$ cat src/rtl/turn_signal_conditioner.sv
// Turn-switch input stage: 2-flop sync, per-channel debounce, press pulses,
// and the one-cycle step enable pacing the tail-light sequencer.
module turn_signal_conditioner #(
    parameter int unsigned DEBOUNCE_CYCLES = 1000000,
    parameter int unsigned STEP_DIV        = 25000000
) (
    input  logic clk,
    input  logic reset,
    input  logic left_in,
    input  logic right_in,
    output logic left,
    output logic right,
    output logic left_press,
    output logic right_press,
    output logic step
);

    localparam int unsigned DB_W = (DEBOUNCE_CYCLES > 1) ? $clog2(DEBOUNCE_CYCLES) : 1;
    localparam int unsigned P_W  = (STEP_DIV > 1) ? $clog2(STEP_DIV) : 1;
    localparam logic [DB_W-1:0] DB_LAST = DB_W'(DEBOUNCE_CYCLES - 1);
    localparam logic [P_W-1:0]  P_LAST  = P_W'(STEP_DIV - 1);

    // Channel index 0 is left, 1 is right.
    logic [1:0]      sync_meta;
    logic [1:0]      sync_s;
    logic [1:0]      deb;
    logic [1:0]      deb_q;
    logic [DB_W-1:0] c [2];
    logic [P_W-1:0]  p;
    logic [1:0]      press;
    logic            terminal;

    always_comb begin
        press    = deb & ~deb_q;
        terminal = (p == P_LAST);
    end

    always_ff @(posedge clk) begin
        if (reset) begin
            sync_meta <= '0;
            sync_s    <= '0;
            deb       <= '0;
            deb_q     <= '0;
            c[0]      <= '0;
            c[1]      <= '0;
            p         <= '0;
        end else begin
            sync_meta <= {right_in, left_in};
            sync_s    <= sync_meta;
            deb_q     <= deb;
            for (int unsigned i = 0; i < 2; i++) begin
                if (sync_s[i] == deb[i]) begin
                    c[i] <= '0;
                end else if (c[i] == DB_LAST) begin
                    deb[i] <= sync_s[i];
                    c[i]   <= '0;
                end else begin
                    c[i] <= c[i] + 1'b1;
                end
            end
            // A press restarts the cadence and takes priority over the wrap.
            if ((|press) || terminal) begin
                p <= '0;
            end else begin
                p <= p + 1'b1;
            end
        end
    end

    assign left        = deb[0];
    assign right       = deb[1];
    assign left_press  = press[0];
    assign right_press = press[1];
    assign step        = terminal & ~(|press);

endmodule
$ cat config.mk
export PLATFORM = sky130hd
export DESIGN_NAME = turn_signal_conditioner
export DESIGN_NICKNAME = d
export VERILOG_FILES = /design/src/rtl/turn_signal_conditioner.sv
export SDC_FILE = /design/constraint.sdc
export NUM_CORES = 1
export LEC_CHECK = 0
export CAP_MARGIN = 30
export CELL_PAD_IN_SITES_DETAIL_PLACEMENT = 1
export CELL_PAD_IN_SITES_GLOBAL_PLACEMENT = 1
export CORE_UTILIZATION = 40
export CTS_CLUSTER_SIZE = 20
export DETAILED_ROUTE_END_ITERATION = 8
export PLACE_DENSITY_LB_ADDON = 0.1
export SKIP_LAST_GASP = 1
export SYNTH_ARGS = -nofsm -noshare
export SYNTH_HDL_FRONTEND = slang
export SYNTH_SLANG_ARGS = --single-unit
$ cat constraint.sdc
create_clock -name clk -period 3.04 [get_ports clk]
set_input_delay 0.608 -clock clk [delete_from_list [all_inputs] [get_ports clk]]
set_output_delay 0.608 -clock clk [all_outputs]
set_load 0.02 [all_outputs]
==> qor.yml, run 1 <==
status:
  status: "finished, final reports clean"
drt:
  drt_iter0_markers: 54
  first_pass_iters: 4
  wl_per_cell_um: 14.39
  routed-via-count: 2771
  routed_wl_um: 7627
  drc: 0
  drtAntennaViolNets: 0
  drt-vias-per-instance: 5.228
worst_hold_path:
  min_from: "sync_meta[1]$_SDFF_PP0_"
  hold_path.class: "flop to flop"
  whs_path_depth: 1
  holdPathEnd: "sync_s[1]$_SDFF_PP0_"
global_route:
  antenna_found_initial: 0
  grt_max_degree: 20
  grt-ovfl-total: 0
  track_usage_pct: 17.01
  grt_pass1_wl_um: 13030
  grt_pass1_vias: 2765
power:
  peakVddDrop_v: 0.0002203
  p_sw_share_pct: 22.93
  comb_power_share_pct: 3.7
  p_sw_uw: 444.1
  p_leak_uw: 0.001362
  power.internal_uw: 1493
  power.density_cell_area_mw_per_mm2: 466.0
  p_clk_share_pct: 39.6
  total_power_uw: 1937
  pwr-share-seq_pct: 56.7
clocking:
  ctsResizeCount: 0
  clk_pin_slew_ns: 0.08
  post-cts-setup-buffers: 0
  cts_tree: "built"
  h-tree-depth: 3
  holdBufCountCts: 0
  clockBufferDepth: 2
  clockRootBuffer: "clkbuf_8"
  cts_inserted_buffers: 9
  cts_num_sinks: 73
  clk-insertion-delay-late_ns: 0.34
synthesis:
  synth-adder-area-share_pct: 1.035
  syn-instance-count: 367
  synthDistinctLibCells: 41
  synth_xor_area_share_pct: 9.417
  synth-seq-cells: 73
  async_reset_ff_share_pct: 0
  ys.warnings.count: 0
  syn_area_mm2: 0.003627
  ys_seq_area_share_pct: 51.33
  synth_simple_gate_area_share_pct: 27.18
  synth_compound_area_share_pct: 8.520
  synth-edff-count: 40
  syn_area_per_cell_um2: 9.883
  synth_top_family_by_area: "simple AND/OR/NAND/NOR gates"
  synthMuxAreaShare_pct: 0
  ys.flop_type: "edfxtp_1"
cells_and_area:
  nets: 424
  final_cell_area_mm2: 0.004156
  drive_above_1_share_pct: 6.398
  area_delta_synth_final_pct: 14.59
  final_core_util_pct: 47.43
  antennaDiodeCount: 0
critical_path:
  worst_setup_path_end_kind: "output pin"
  r2r-end: "c[1][10]$_SDFFCE_PN0P_"
  reg2reg_slack_ns: 0.65
  r2r-start: "c[1][13]$_SDFFCE_PN0P_"
  cp_max_fo: 10
  r2r_cells: 4
  cp_data_arrival_time_ns: 2.17
  timing_worst_setup_path_type: "flop to output pin"
  critPathRequiredTime_ns: 2.43
  startpoint_type: "flop"
die:
  fp.dieH_um: 97.23
  coreArea_mm2: 0.008763
  rows: 34
  start_util_pct: 41.39
  io_pins: 9
  fp.dieArea_mm2: 0.009453
  die_w_um: 97.23
placement:
  portBuffers: 8
  postPlaceCellArea_mm2: 0.003961
  finalWeightedCongestion: 0.7953
  dp_hpwl_um: 5425
timing:
  finalCritPeriodShare_pct: 91.27
  period_minus_slack_ns: 2.774
  rsz0062_at_grt: "false"
  tightest_slew_ns: 0.5221
  slew_viol_final: 0
  setup_tns_ns: 0
  finalHoldViolations: 0
  setup_viol: 0
  finClkSkew_ns: 0.006970
  max_freq_mhz: 360.4
  maxSlewHeadroom_pct: 64.96
run:
  max_cap_violations: 0
[cell families after synthesis]
logic type | Yosys count
flops | 73
simple gates | 179
other cells | 1
buf+inv | 21
fa+ha+maj | 3
compound gates | 51
xor+xnor | 39
[Yosys cell counts (2+ instances only)]
| cell | count | area (um^2) |
|---|---|---|
| or3_1 | 10 | 62.56 |
| ha_1 | 3 | 37.54 |
| and4_1 | 7 | 61.31 |
| or4_1 | 16 | 120.1 |
| xnor2_1 | 15 | 131.4 |
| and3_1 | 3 | 18.77 |
| o31ai_1 | 14 | 105.1 |
| nor2b_1 | 8 | 50.05 |
| a21oi_1 | 23 | 115.1 |
| nor2_1 | 44 | 165.2 |
| edfxtp_1 | 40 | 1201 |
| nor3_1 | 7 | 35.03 |
| xor2_1 | 24 | 210.2 |
| nor4b_1 | 2 | 17.52 |
| o21ai_0 | 9 | 45.04 |
| dfxtp_1 | 33 | 660.6 |
| inv_1 | 10 | 37.54 |
| and2_1 | 4 | 25.02 |
| o21ai_1 | 2 | 10.01 |
| nor4_1 | 7 | 43.79 |
| nand2_1 | 23 | 86.33 |
| nand4_1 | 16 | 100.1 |
| nand3_1 | 21 | 105.1 |
| clkbuf_1 | 9 | 33.78 |
[state kept, by name (all words and copies together), names as in the netlist]
name / flops
deb: 2
c: 40
deb_q: 2
p: 25
sync_meta: 2
sync_s: 2
[worst max-delay path: stages (launching register included)]
cell and delay [ns]:
dfxtp_1 0.41, and4_1 0.42, nand4_1 0.16, nor4_1 0.18, clkdlybuf4s50_1 0.65
[power groups by stage]
stage	clock [uW]	sequential (uW)	combinational [uW]
3_3_place_gp	0	1120	69.9
6_report	767	1100	72.0
3_5_place_dp	0	1120	71.1
5_1_grt	831	1100	82.9
4_1_cts	796	1100	71.6
2_1_floorplan	0	1110	54.6
[cells in the final DEF (no fill, tap or decap), types with 14 or more instances in the layout]
cell and instances:
a21oi_1 23, conb_1 40, dfxtp_1 33, edfxtp_1 40, nand2_1 23, nand3_1 21
nand4_1 16, nor2_1 44, o31ai_1 14, or4_1 16, xnor2_1 15, xor2_1 24
[worst max-delay path by stage]
stage / cells after the start / startpoint / slack, ns / endpoint
floorplan: 5 / c[1][13]$_SDFFCE_PN0P_ / 0.88 / c[1][10]$_SDFFCE_PN0P_
global placement: 4 / p[2]$_SDFF_PP0_ / 0.63 / step
detailed placement: 4 / c[1][10]$_SDFFCE_PN0P_ / 0.61 / c[1][10]$_SDFFCE_PN0P_
CTS: 4 / p[2]$_SDFF_PP0_ / 0.23 / step
global route: 4 / p[2]$_SDFF_PP0_ / 0.04 / step
finish: 4 / p[2]$_SDFF_PP0_ / 0.27 / step
[per-layer routing]
layer	wire [um]	vias to the layer above	part of all wire (%)	global-route usage [%]
li1	-	1408	-	-
met1	3934	1330	52	23.41
met2	3443	21	45	26.92
met3	135	12	1.8	2.806
met4	114	0	1.5	6.448
met5	0	-	0	0
[through the flow]
| step | setup slack (ns) | cells | hold slack (ns) |
|---|---|---|---|
| 6_report | 0.2655 | 530 | 0.4446 |
| 4_1_cts | 0.2293 | 530 | 0.4479 |
| 2_1_floorplan | 0.8781 | 406 | 0.4129 |
| 3_5_place_dp | 0.6100 | 514 | 0.4272 |
| 3_3_place_gp | 0.6309 | 514 | 0.4201 |
| 5_1_grt | 0.04191 | 530 | 0.4559 |
[final cells by class]
cell class	instances	area [um^2]
tap	108	135.1
multi-input combinational	312	1824
clock buffer	10	137.6
clock inverter	6	57.56
inverter	10	37.54
fill	1019	4607
timing repair buffer	11	102.6
sequential	73	1862
(Power assumes the default switching activity.)
==> inputs of run 2 (changes only) <==
ABC_AREA = 1   (was unset)
CORE_ASPECT_RATIO = 1.2   (was unset)
GPL_ROUTABILITY_DRIVEN = 0   (was unset)
==> qor.yml, run 2 <==
status:
  status: "finished, final reports clean"
cells_and_area:
  nets: 596  # +41%
  nFillCells: 1254  # +23%
  multi_input_area_mm2: 0.002058  # +13%
  finalNonFillerCells: 720  # +36%
  drive_above_1_share_pct: 8.081  # +1.7 points
  largest_reg_flops: 40  # unchanged
  final-seq-area_mm2: 0.001862  # unchanged
  layout_common_cells: "nand2_1 (121), nor2_1 (117), inv_1 (68)"
  area_delta_synth_final_pct: 15.88
  final_core_util_pct: 47.47  # about the same
  final_common_cell: "nand2_1"
  reg.largest.list: "c: 40 flops, p: 25 flops"
  largest_register: "c"
  antennaDiodeCount: 0  # unchanged
die:
  fp.dieH_um: 112.6  # +16%
  fp.dieArea_mm2: 0.01061  # +12%
  start_util_pct: 40.97  # -0.42 points
  io_pins: 9  # unchanged
  rows: 40  # +18%
  die_w_um: 94.20  # -3.1%
  coreArea_mm2: 0.009960  # +14%
drt:
  routed_wl_um: 9067  # +19%
  first_pass_iters: 4  # unchanged
  wl_per_cell_um: 12.59  # -12%
  drt_iter0_markers: 121  # +120%
  drc: 0  # unchanged
  routed-via-count: 3445  # +24%
  drtAntennaViolNets: 0  # unchanged
  drt-vias-per-instance: 4.785  # -8.5%
clocking:
  clockRootBuffer: "clkbuf_16"
  ctsResizeCount: 0  # unchanged
  holdBufCountCts: 0  # unchanged
  clockBufferDepth: 2  # unchanged
  h-tree-depth: 3  # unchanged
  post-cts-setup-buffers: 0  # unchanged
  cts_tree: "built"
  cts_inserted_buffers: 9  # unchanged
  clk-insertion-delay-late_ns: 0.34  # about the same
  cts_num_sinks: 73  # unchanged
  clk_pin_slew_ns: 0.06  # -0.02 ns
placement:
  dp_hpwl_um: 6990  # +29%
  dp_slack_ns: 0.6891  # +0.07916 ns
  dp_cells: 704  # +37%
  portBuffers: 8  # unchanged
timing:
  setup_viol: 0  # unchanged
  whs_ns: 0.4145  # -0.03005 ns
  maxSlewHeadroom_pct: 65.52  # +0.56 points
  rsz0062_at_grt: "false"
  finalCritPeriodShare_pct: 88.41  # -2.9 points
  finalHoldViolations: 0  # unchanged
  max_freq_mhz: 372.1  # +3.2%
  tightest_slew_ns: 0.5154  # -0.006657 ns
  setup_tns_ns: 0  # unchanged
  fin_ws_ns: 0.3524  # +0.08687 ns
  slew_viol_final: 0  # unchanged
  finClkSkew_ns: 0.008058  # +0.001088 ns
  period_minus_slack_ns: 2.688  # -0.08687 ns
synthesis:
  syn_area_per_cell_um2: 7.612  # -23%
  synth-seq-cells: 73  # unchanged
  ys.warnings.count: 0  # unchanged
  yosysMostFrequentCell: "nand2_1"
  synth-edff-count: 40  # unchanged
  yosysTopAreaCellShare_pct: 29.44  # -3.7 points
  synthTopCellsByCount: "nand2_1 (121), nor2_1 (117), inv_1 (68), edfxtp_1 (40), nand3_1 (40)"
  synth_area_leaders: "edfxtp_1 (29%), dfxtp_1 (16%), nand2_1 (11%)"
  synthDistinctLibCells: 33  # -20%
  syn_area_mm2: 0.004080  # +12%
  ys_seq_area_share_pct: 45.63  # -5.7 points
  async_reset_ff_share_pct: 0  # unchanged
  synth_top_area_cell: "edfxtp_1"
  syn-instance-count: 536  # +46%
  ys.flop_type: "edfxtp_1"
critical_path:
  worst_setup_path_end_kind: "output pin"
  critPathRequiredTime_ns: 2.43  # about the same
  cp_max_fo: 3  # -7
  cp_data_arrival_time_ns: 2.08  # -0.09 ns
  startpoint_type: "flop"
  reg2reg_slack_ns: 1.21  # +0.56 ns
  timing_worst_setup_path_type: "flop to output pin"
power:
  power.density_cell_area_mw_per_mm2: 477.8  # +2.5%
  p_leak_uw: 0.001837  # +35%
  peakVddDrop_v: 0.0002561  # +16%
global_route:
  grt_pass1_vias: 3435  # +24%
  antenna_found_initial: 0  # unchanged
  grt-ovfl-total: 0  # unchanged
  track_usage_pct: 18.99  # +2.0 points
  grt_max_degree: 26  # +30%
  grt_pass1_wl_um: 15620  # +20%
worst_hold_path:
  hold_path.class: "flop to flop"
run:
  max_cap_violations: 0  # unchanged
==> run 2: cell count changes after synthesis, moves of 8 or more <==
cell,before,now
nor2_2,0,18
or4_1,16,0
nand2_1,23,121
or3_1,10,0
inv_1,10,68
clkbuf_1,9,0
nor2b_1,8,0
nand3_1,21,40
nor2_1,44,117
o31ai_1,14,0
a21oi_1,23,12
==> run 2: final timing paths <==
check / start / end / cells after the start
max reg2reg: c[0][0]$_SDFFCE_PN0P_ / c[0][12]$_SDFFCE_PN0P_ / 8
max: p[0]$_SDFF_PP0_ / step / 6
min reg2reg: sync_meta[1]$_SDFF_PP0_ / sync_s[1]$_SDFF_PP0_ / 2
min: sync_meta[1]$_SDFF_PP0_ / sync_s[1]$_SDFF_PP0_ / 2
==> run 2: report_power, final <==
| group | internal [uW] | leakage [uW] | total [uW] | switching, uW |
|---|---|---|---|---|
| clock | 682 | 0.000159 | 1080 | 399 |
| combinational | 28.0 | 0.000998 | 82.4 | 54.3 |
| sequential | 1070 | 0.000680 | 1100 | 27.0 |
==> run 2: cell type report <==
| type | count | share of cell area, % |
|---|---|---|
| multi-input combinational | 429 | 43.53 |
| sequential | 73 | 39.38 |
| clock buffer | 13 | 6.271 |
| inverter | 68 | 5.398 |
| tap | 126 | 3.334 |
| timing repair buffer | 8 | 1.694 |
| clock inverter | 3 | 0.3969 |
==> run 2: per-layer routing <==
layer	routed length [um]	track usage [%]	vias to the layer above
li1	-	-	1757
met2	4438	31.01	36
met3	228	4.065	16
met1	4204	23.73	1636
met5	0	0	-
met4	196	8.615	0
==> run 2: logic make-up (layout without fill, tap and decap cells) <==
| logic type | count (synthesis) | after routing | share of synthesized area (%) |
|---|---|---|---|
| buffers and inverters | 73 | 92 | 7.513 |
| adder cells (fa/ha/maj) | 3 | 3 | 0.9201 |
| XOR/XNOR | 31 | 31 | 6.654 |
| AO/OA/AOI/OAI | 22 | 22 | 3.097 |
| flip-flops | 73 | 73 | 45.63 |
| AND/OR/NAND/NOR | 333 | 333 | 36.09 |
| other | 1 | 40 | 0.09191 |
==> run 2: critical path, cell delays in order, from the launching register on <==
cell and delay [ns]:
dfxtp_1 0.35, ha_1 0.21, nand3_1 0.15, nor3_1 0.16, nand3_1 0.15, nor2_1 0.11, clkdlybuf4s50_1 0.61
==> run 2: through the flow <==
| stage | cell area, um^2 | total power [uW] |
|---|---|---|
| 5_1_grt | 4728 | 2352 |
| 6_report | 4728 | 2259 |
| 3_5_place_dp | 4413 | 1200 |
| 4_1_cts | 4728 | 2297 |
| 2_1_floorplan | 4227 | 1178 |
| 3_3_place_gp | 4413 | 1194 |
==> inputs of run 3 (changes only) <==
SETUP_SLACK_MARGIN = 0.02   (was unset)
==> results of run 3 <==
Same layout as run 2: the final DEF is identical, and so are final timing and power.
